<file path="src/rtl/pipeline_hazard_ctrl_if.sv">
// Hazard-control bundle between the miniLA pipeline (master) and the stall/flush sequencer (slave).
interface pipeline_hazard_ctrl_if #(
  parameter int CNT_W = 32
);
  logic             load_use;
  logic [4:0]       id_rj;
  logic [4:0]       id_r2;
  logic             id_read1;
  logic             id_read2;
  logic [4:0]       id_wreg;
  logic             id_wena;
  logic             id_is_mdu;
  logic             ex_mdu_issue;
  logic [4:0]       ex_mdu_dst;
  logic             mdu_done;
  logic             ex_br_taken;
  logic             mem_req;
  logic             mem_ack;
  logic             PC_stop;
  logic             IFID_stop;
  logic             IDEX_stop;
  logic             EXMEM_stop;
  logic             IFID_flush;
  logic             IDEX_flush;
  logic             MEMWB_flush;
  logic             mem_err;
  logic [31:0]      sb_busy;
  logic [CNT_W-1:0] stall_cnt;
  logic [CNT_W-1:0] flush_cnt;

  modport master (
    output load_use, id_rj, id_r2, id_read1, id_read2, id_wreg, id_wena, id_is_mdu,
           ex_mdu_issue, ex_mdu_dst, mdu_done, ex_br_taken, mem_req, mem_ack,
    input  PC_stop, IFID_stop, IDEX_stop, EXMEM_stop, IFID_flush, IDEX_flush, MEMWB_flush,
           mem_err, sb_busy, stall_cnt, flush_cnt
  );

  modport slave (
    input  load_use, id_rj, id_r2, id_read1, id_read2, id_wreg, id_wena, id_is_mdu,
           ex_mdu_issue, ex_mdu_dst, mdu_done, ex_br_taken, mem_req, mem_ack,
    output PC_stop, IFID_stop, IDEX_stop, EXMEM_stop, IFID_flush, IDEX_flush, MEMWB_flush,
           mem_err, sb_busy, stall_cnt, flush_cnt
  );
endinterface

</file>
<file path="src/rtl/pipeline_hazard_ctrl.sv">
// Stall/flush sequencer for the 5-stage miniLA pipeline with one-entry MDU scoreboard.
// Stop/flush outputs are same-cycle combinational; a DRAM wait freezes everything, bounded by MEM_TIMEOUT.
module pipeline_hazard_ctrl #(
  parameter int MEM_TIMEOUT = 64,
  parameter int CNT_W       = 32
) (
  input logic                   cpu_clk,
  input logic                   cpu_rstn,
  pipeline_hazard_ctrl_if.slave hz
);
  typedef enum logic [1:0] {RUN, MEM_WAIT, MEM_ERR} state_t;

  state_t           state_q, state_d;
  logic [7:0]       wait_cnt_q, wait_cnt_d;
  logic [31:0]      sb_busy_q, sb_busy_d;
  logic             mem_err_q, mem_err_d;
  logic [CNT_W-1:0] stall_cnt_q, stall_cnt_d;
  logic [CNT_W-1:0] flush_cnt_q, flush_cnt_d;

  logic freeze, sb_hit, id_stall, eff_issue;
  logic pc_stop, ifid_stop, idex_stop, exmem_stop;
  logic ifid_flush, idex_flush, memwb_flush;

  always_comb begin
    // An ack arriving while waiting releases the pipeline in the same cycle.
    freeze = ((state_q == RUN) && hz.mem_req && !hz.mem_ack) ||
             ((state_q == MEM_WAIT) && !hz.mem_ack);
    sb_hit = (hz.id_read1 && sb_busy_q[hz.id_rj]) ||
             (hz.id_read2 && sb_busy_q[hz.id_r2]) ||
             (hz.id_wena && sb_busy_q[hz.id_wreg]) ||
             (hz.id_is_mdu && (|sb_busy_q));
    id_stall  = hz.load_use || sb_hit;
    eff_issue = hz.ex_mdu_issue && !freeze && (hz.ex_mdu_dst != 5'd0);

    pc_stop     = 1'b0;
    ifid_stop   = 1'b0;
    idex_stop   = 1'b0;
    exmem_stop  = 1'b0;
    ifid_flush  = 1'b0;
    idex_flush  = 1'b0;
    memwb_flush = 1'b0;
    if (!cpu_rstn) begin
      pc_stop = 1'b0;
    end else if (freeze) begin
      pc_stop     = 1'b1;
      ifid_stop   = 1'b1;
      idex_stop   = 1'b1;
      exmem_stop  = 1'b1;
      memwb_flush = 1'b1;
    end else if (hz.ex_br_taken) begin
      // The ID instruction is wrong-path, so a pending ID stall is moot.
      ifid_flush = 1'b1;
      idex_flush = 1'b1;
    end else if (id_stall) begin
      pc_stop    = 1'b1;
      ifid_stop  = 1'b1;
      idex_flush = 1'b1;
    end

    state_d    = state_q;
    wait_cnt_d = '0;
    case (state_q)
      RUN:      if (hz.mem_req && !hz.mem_ack) state_d = MEM_WAIT;
      MEM_WAIT: begin
        if (hz.mem_ack)                               state_d = RUN;
        else if (wait_cnt_q == 8'(MEM_TIMEOUT - 1))   state_d = MEM_ERR;
        else                                          wait_cnt_d = wait_cnt_q + 8'd1;
      end
      default:  state_d = RUN;
    endcase
    mem_err_d = (state_d == MEM_ERR);

    // Only one MDU write is ever outstanding, so done clears the whole vector before a new set.
    sb_busy_d = hz.mdu_done ? 32'd0 : sb_busy_q;
    if (eff_issue) sb_busy_d[hz.ex_mdu_dst] = 1'b1;

    stall_cnt_d = stall_cnt_q + CNT_W'(pc_stop);
    flush_cnt_d = flush_cnt_q + CNT_W'(ifid_flush);
  end

  always_ff @(posedge cpu_clk or negedge cpu_rstn) begin
    if (!cpu_rstn) begin
      state_q     <= RUN;
      wait_cnt_q  <= '0;
      sb_busy_q   <= '0;
      mem_err_q   <= 1'b0;
      stall_cnt_q <= '0;
      flush_cnt_q <= '0;
    end else begin
      state_q     <= state_d;
      wait_cnt_q  <= wait_cnt_d;
      sb_busy_q   <= sb_busy_d;
      mem_err_q   <= mem_err_d;
      stall_cnt_q <= stall_cnt_d;
      flush_cnt_q <= flush_cnt_d;
    end
  end

  assign hz.PC_stop     = pc_stop;
  assign hz.IFID_stop   = ifid_stop;
  assign hz.IDEX_stop   = idex_stop;
  assign hz.EXMEM_stop  = exmem_stop;
  assign hz.IFID_flush  = ifid_flush;
  assign hz.IDEX_flush  = idex_flush;
  assign hz.MEMWB_flush = memwb_flush;
  assign hz.mem_err     = mem_err_q;
  assign hz.sb_busy     = sb_busy_q;
  assign hz.stall_cnt   = stall_cnt_q;
  assign hz.flush_cnt   = flush_cnt_q;
endmodule

</file>
<file path="src/flat_wrapper.sv">
// flat-port wrapper written by rule: the top's interface ports become plain ports
module pipeline_hazard_ctrl_flat 
#(
  parameter int MEM_TIMEOUT = 64,
  parameter int CNT_W       = 32
)
  (cpu_clk, cpu_rstn, hz_load_use, hz_id_rj, hz_id_r2, hz_id_read1, hz_id_read2, hz_id_wreg, hz_id_wena, hz_id_is_mdu, hz_ex_mdu_issue, hz_ex_mdu_dst, hz_mdu_done, hz_ex_br_taken, hz_mem_req, hz_mem_ack, hz_PC_stop, hz_IFID_stop, hz_IDEX_stop, hz_EXMEM_stop, hz_IFID_flush, hz_IDEX_flush, hz_MEMWB_flush, hz_mem_err, hz_sb_busy, hz_stall_cnt, hz_flush_cnt);
  pipeline_hazard_ctrl_if #(.CNT_W(CNT_W)) hz_i ();
  input logic cpu_clk;
  input logic cpu_rstn;
  input wire logic [$bits(hz_i.load_use)-1:0] hz_load_use;
  input wire logic [$bits(hz_i.id_rj)-1:0] hz_id_rj;
  input wire logic [$bits(hz_i.id_r2)-1:0] hz_id_r2;
  input wire logic [$bits(hz_i.id_read1)-1:0] hz_id_read1;
  input wire logic [$bits(hz_i.id_read2)-1:0] hz_id_read2;
  input wire logic [$bits(hz_i.id_wreg)-1:0] hz_id_wreg;
  input wire logic [$bits(hz_i.id_wena)-1:0] hz_id_wena;
  input wire logic [$bits(hz_i.id_is_mdu)-1:0] hz_id_is_mdu;
  input wire logic [$bits(hz_i.ex_mdu_issue)-1:0] hz_ex_mdu_issue;
  input wire logic [$bits(hz_i.ex_mdu_dst)-1:0] hz_ex_mdu_dst;
  input wire logic [$bits(hz_i.mdu_done)-1:0] hz_mdu_done;
  input wire logic [$bits(hz_i.ex_br_taken)-1:0] hz_ex_br_taken;
  input wire logic [$bits(hz_i.mem_req)-1:0] hz_mem_req;
  input wire logic [$bits(hz_i.mem_ack)-1:0] hz_mem_ack;
  output wire logic [$bits(hz_i.PC_stop)-1:0] hz_PC_stop;
  output wire logic [$bits(hz_i.IFID_stop)-1:0] hz_IFID_stop;
  output wire logic [$bits(hz_i.IDEX_stop)-1:0] hz_IDEX_stop;
  output wire logic [$bits(hz_i.EXMEM_stop)-1:0] hz_EXMEM_stop;
  output wire logic [$bits(hz_i.IFID_flush)-1:0] hz_IFID_flush;
  output wire logic [$bits(hz_i.IDEX_flush)-1:0] hz_IDEX_flush;
  output wire logic [$bits(hz_i.MEMWB_flush)-1:0] hz_MEMWB_flush;
  output wire logic [$bits(hz_i.mem_err)-1:0] hz_mem_err;
  output wire logic [$bits(hz_i.sb_busy)-1:0] hz_sb_busy;
  output wire logic [$bits(hz_i.stall_cnt)-1:0] hz_stall_cnt;
  output wire logic [$bits(hz_i.flush_cnt)-1:0] hz_flush_cnt;
  assign hz_i.load_use = hz_load_use;
  assign hz_i.id_rj = hz_id_rj;
  assign hz_i.id_r2 = hz_id_r2;
  assign hz_i.id_read1 = hz_id_read1;
  assign hz_i.id_read2 = hz_id_read2;
  assign hz_i.id_wreg = hz_id_wreg;
  assign hz_i.id_wena = hz_id_wena;
  assign hz_i.id_is_mdu = hz_id_is_mdu;
  assign hz_i.ex_mdu_issue = hz_ex_mdu_issue;
  assign hz_i.ex_mdu_dst = hz_ex_mdu_dst;
  assign hz_i.mdu_done = hz_mdu_done;
  assign hz_i.ex_br_taken = hz_ex_br_taken;
  assign hz_i.mem_req = hz_mem_req;
  assign hz_i.mem_ack = hz_mem_ack;
  assign hz_PC_stop = hz_i.PC_stop;
  assign hz_IFID_stop = hz_i.IFID_stop;
  assign hz_IDEX_stop = hz_i.IDEX_stop;
  assign hz_EXMEM_stop = hz_i.EXMEM_stop;
  assign hz_IFID_flush = hz_i.IFID_flush;
  assign hz_IDEX_flush = hz_i.IDEX_flush;
  assign hz_MEMWB_flush = hz_i.MEMWB_flush;
  assign hz_mem_err = hz_i.mem_err;
  assign hz_sb_busy = hz_i.sb_busy;
  assign hz_stall_cnt = hz_i.stall_cnt;
  assign hz_flush_cnt = hz_i.flush_cnt;
  pipeline_hazard_ctrl #(.MEM_TIMEOUT(MEM_TIMEOUT), .CNT_W(CNT_W)) u_core (.cpu_clk(cpu_clk), .cpu_rstn(cpu_rstn), .hz(hz_i));
endmodule
</file>
<file path="config.mk">
export PLATFORM = sky130hd
export DESIGN_NAME = pipeline_hazard_ctrl_flat
export DESIGN_NICKNAME = d
export VERILOG_FILES = /design/src/rtl/pipeline_hazard_ctrl_if.sv /design/src/rtl/pipeline_hazard_ctrl.sv /design/src/flat_wrapper.sv
export SDC_FILE = /design/constraint.sdc
export NUM_CORES = 1
export LEC_CHECK = 0
export CAP_MARGIN = 10
export CORE_ASPECT_RATIO = 0.75
export CORE_MARGIN = 3
export CORE_UTILIZATION = 35
export DETAILED_ROUTE_END_ITERATION = 16
export HOLD_SLACK_MARGIN = 0.12
export PLACE_DENSITY_LB_ADDON = 0.2
export SYNTH_ARGS = -nofsm -noshare
export SYNTH_HDL_FRONTEND = slang
export SYNTH_SLANG_ARGS = --single-unit
</file>
<file path="constraint.sdc">
create_clock -name cpu_clk -period 4.5 [get_ports cpu_clk]
set_clock_uncertainty 0.15 [all_clocks]
set_input_delay 0.9 -clock cpu_clk [delete_from_list [all_inputs] [get_ports cpu_clk]]
set_output_delay 0.9 -clock cpu_clk [all_outputs]
set_load 0.02 [all_outputs]
</file>
==> impl_metrics.env <==
export IMPL_synth_top_area_frac=0.494
export IMPL_initial_core_util=0.366
export IMPL_pwr_share_comb=0.172
export IMPL_p_per_area_nw_per_um2=304
export IMPL_layout_common_cells="clkdlybuf4s50_1 (131), dfrtp_1 (107), xnor2_1 (49), inv_1 (40), nand2_1 (36)"
export IMPL_drc=0
export IMPL_rsz0062_at_grt="yes"
export IMPL_crit_required_ns=3.45
export IMPL_grt_busiest_layer="met2"
export IMPL_synth_area_top_cells="dfrtp_1 (49%), xnor2_1 (7.9%), mux4_2 (5.8%)"
export IMPL_yosysWarnings=0
export IMPL_numCtsBuffers=9
export IMPL_antenna_left=0
export IMPL_syn2layout_area_growth_pct=36.2
export IMPL_grt_pass1_vias=4488
export IMPL_setup_viol=0
export IMPL_power_frac_seq=0.485
export IMPL_drt_wl_total_um=14700
export IMPL_crit_fanout=3
export IMPL_synth_ff_type="dfrtp_1"
export IMPL_swShare=0.284
export IMPL_grt_start_max_net_pins=61
export IMPL_tightest_slew_ns=1.22
export IMPL_die_area_um2=17000
export IMPL_io_buffers=135
export IMPL_ios=136
export IMPL_leakage_nw=3.08
export IMPL_routed_via_density=5.24
export IMPL_synth_fp_nets=521
export IMPL_avgRoutedWirePerCell_um=17.5
export IMPL_syn_inst=484
export IMPL_fp_dieW_um=150
export IMPL_post_route_util=0.499
export IMPL_cp_start_kind="input pin"
export IMPL_final_hold_viol_count=0
export IMPL_nets=670
export IMPL_ys_ff_latch=107
export IMPL_die_height_um=114
export IMPL_syn_area_per_cell_um2=11.2
export IMPL_drtIter0Drc=258
export IMPL_antenna_found_initial=0
export IMPL_yosysTopAreaCell="dfrtp_1"
export IMPL_vias=4393
export IMPL_synth_edf_count=0
export IMPL_arrival_ns=3.36
export IMPL_first_pass_iters=4
export IMPL_cap_violations=0
export IMPL_synthArstFlopShare=1.00
export IMPL_status="finished clean"
export IMPL_power_switching_mw=0.637
export IMPL_fp_coreArea_um2=14800
export IMPL_worstReg2RegStart="u_core.hz.sb_busy[27]"
export IMPL_fin_crit_sh=0.981
export IMPL_cts_buffer_depth=2
export IMPL_internal_power_mw=1.61
export IMPL_fmax_mhz=227
export IMPL_rrSetupSlack_ns=0.84
export IMPL_post_dp_hpwl_um=11000
export IMPL_cts_root_buf="clkbuf_16"
export IMPL_final_max_slew_viol_count=0
export IMPL_netlist_area_um2=5420
export IMPL_hold_path_class="reg -> reg"
export IMPL_preCtsSetupSlack_ns=-0.338
export IMPL_use_met2=0.262
export IMPL_endpoint="hz_IFID_stop"
export IMPL_drive_gt1_frac=0.103
export IMPL_grtUsageMet1=0.256
export IMPL_cts_tree="yes"
export IMPL_seq_area_frac_synth=0.494
export IMPL_mostFrequentLayoutCell="clkdlybuf4s50_1"
export IMPL_diodes=0
export IMPL_gp_congestion=0.842
export IMPL_grt_overflow_total=0
export IMPL_relSlewSlack=0.185
export IMPL_numClockSinks=107
export IMPL_worst_setup_path_end_kind="output port"
export IMPL_pwr_share_clk=0.343
export IMPL_ctsHoldBuffers=0
export IMPL_fp_row_count=38
export IMPL_nFillCells=1349
export IMPL_use_met3=0.0401
export IMPL_startpoint="hz_id_r2[1]"
export IMPL_total_power_mw=2.24
export IMPL_htree_levels=3
export IMPL_peakVddDrop_mv=0.320
export IMPL_clk_pin_slew_worst_paths_ns=0.08
export IMPL_grt_usage=0.173
export IMPL_crit_type="in -> out"
export IMPL_fin_ws_ns=0.0869
export IMPL_clock_latency_ns=0.34
export IMPL_synth_cell_types=43
export IMPL_rr_endpoint="u_core.hz.stall_cnt[27]"
export IMPL_grt_pass1_wl_um=23900
export IMPL_final_setup_tns_ns=0
export IMPL_fin_crit_ns=4.41
export IMPL_reg2reg_depth=13
==> power by group through the flow <==
stage          sequential [mW]  clock (mW)  combinational [mW]
2_1_floorplan             1.15           0               0.122
3_3_place_gp              1.10           0               0.385
3_5_place_dp              1.10           0               0.389
4_1_cts                   1.09       0.796               0.389
5_1_grt                   1.10       0.838               0.419
6_report                  1.09       0.769               0.386
==> worst max-delay path, cell delays in order <==
cell	delay, ns
clkdlybuf4s50_1	0.53
mux4_1	0.56
mux2_2	0.27
o31a_1	0.23
a32oi_1	0.23
buf_4	0.17
a31oi_4	0.11
dlygate4sd2_1	0.36
==> metrics by stage <==
step                hold slack [ns]  cell area (um^2)  instances
floorplan                     0.298              5420        484
global placement              0.313              7070        821
detailed placement            0.326              7070        821
CTS                           0.337              7360        837
global route                  0.367              7380        838
finish                        0.336              7380        838
==> area by class of cell <==
class                           count  area, um^2  area share
Clock buffer                       10         239      0.0324
Clock inverter                      6        53.8     0.00729
Inverter                           40         150      0.0203
Multi-Input combinational cell    319        2510       0.340
Sequential cell                   107        2680       0.363
Tap cell                          200         250      0.0339
Timing Repair Buffer              156        1500       0.204
==> how the worst min path moves through the flow <==
| stage | from | endpoint | slack (ns) | depth (start not counted) |
|---|---|---|---|---|
| after floorplan | u_core.wait_cnt_q[0] | u_core.wait_cnt_q[0] | 0.30 | 1 |
| after global placement | u_core.hz.flush_cnt[31] | u_core.hz.flush_cnt[31] | 0.31 | 1 |
| after detailed placement | u_core.wait_cnt_q[0] | u_core.wait_cnt_q[0] | 0.33 | 1 |
| after CTS | u_core.wait_cnt_q[0] | u_core.wait_cnt_q[0] | 0.34 | 1 |
| after global routing | u_core.wait_cnt_q[0] | u_core.wait_cnt_q[0] | 0.37 | 1 |
| final | u_core.wait_cnt_q[0] | u_core.wait_cnt_q[0] | 0.34 | 1 |
==> synth_stat cells (all sizes together) (3+ instances only) <==
master   instances
nand2           36
and4             6
clkbuf           8
and3            10
and2             4
nor4            10
mux4            21
xor2            17
nor3             5
xnor2           49
mux2             5
buf             10
mux2i            6
or3              3
ha               5
dfrtp          107
o2111ai          5
inv             40
or3b             3
o21ai            3
o22ai           33
nand3           26
nand3b           4
nor2            28
nand4           21
==> cells by family after synthesis <==
group | count (synthesis) | synth area share
compound gates | 51 | 0.0647
xor+xnor | 66 | 0.107
fa+ha+maj | 5 | 0.0115
buf+inv | 58 | 0.0462
flops | 107 | 0.494
mux | 32 | 0.114
simple gates | 165 | 0.163
==> registers in the layout, indices dropped and copies added (netlist names) <==
name / flops
u_core.hz.flush_cnt: 32
u_core.hz.sb_busy: 32
u_core.hz.mem_err: 1
u_core.hz.stall_cnt: 32
u_core.wait_cnt_q: 8
u_core.state_q: 2
==> what timing repair did <==
item	CTS	global route
buffers inserted	0	1
pin swaps	0	1
hold endpoints to repair	0	0
gates resized for setup	3	2
setup endpoints to repair	3	17
==> layer usage <==
metal  up-vias  routed length (um)
met5         -                   0
met2       143                6550
met4         0                  65
met1      2198                7170
met3         9                 875
li1       2043                   -
No activity file was read; power rests on OpenSTA's default activity.
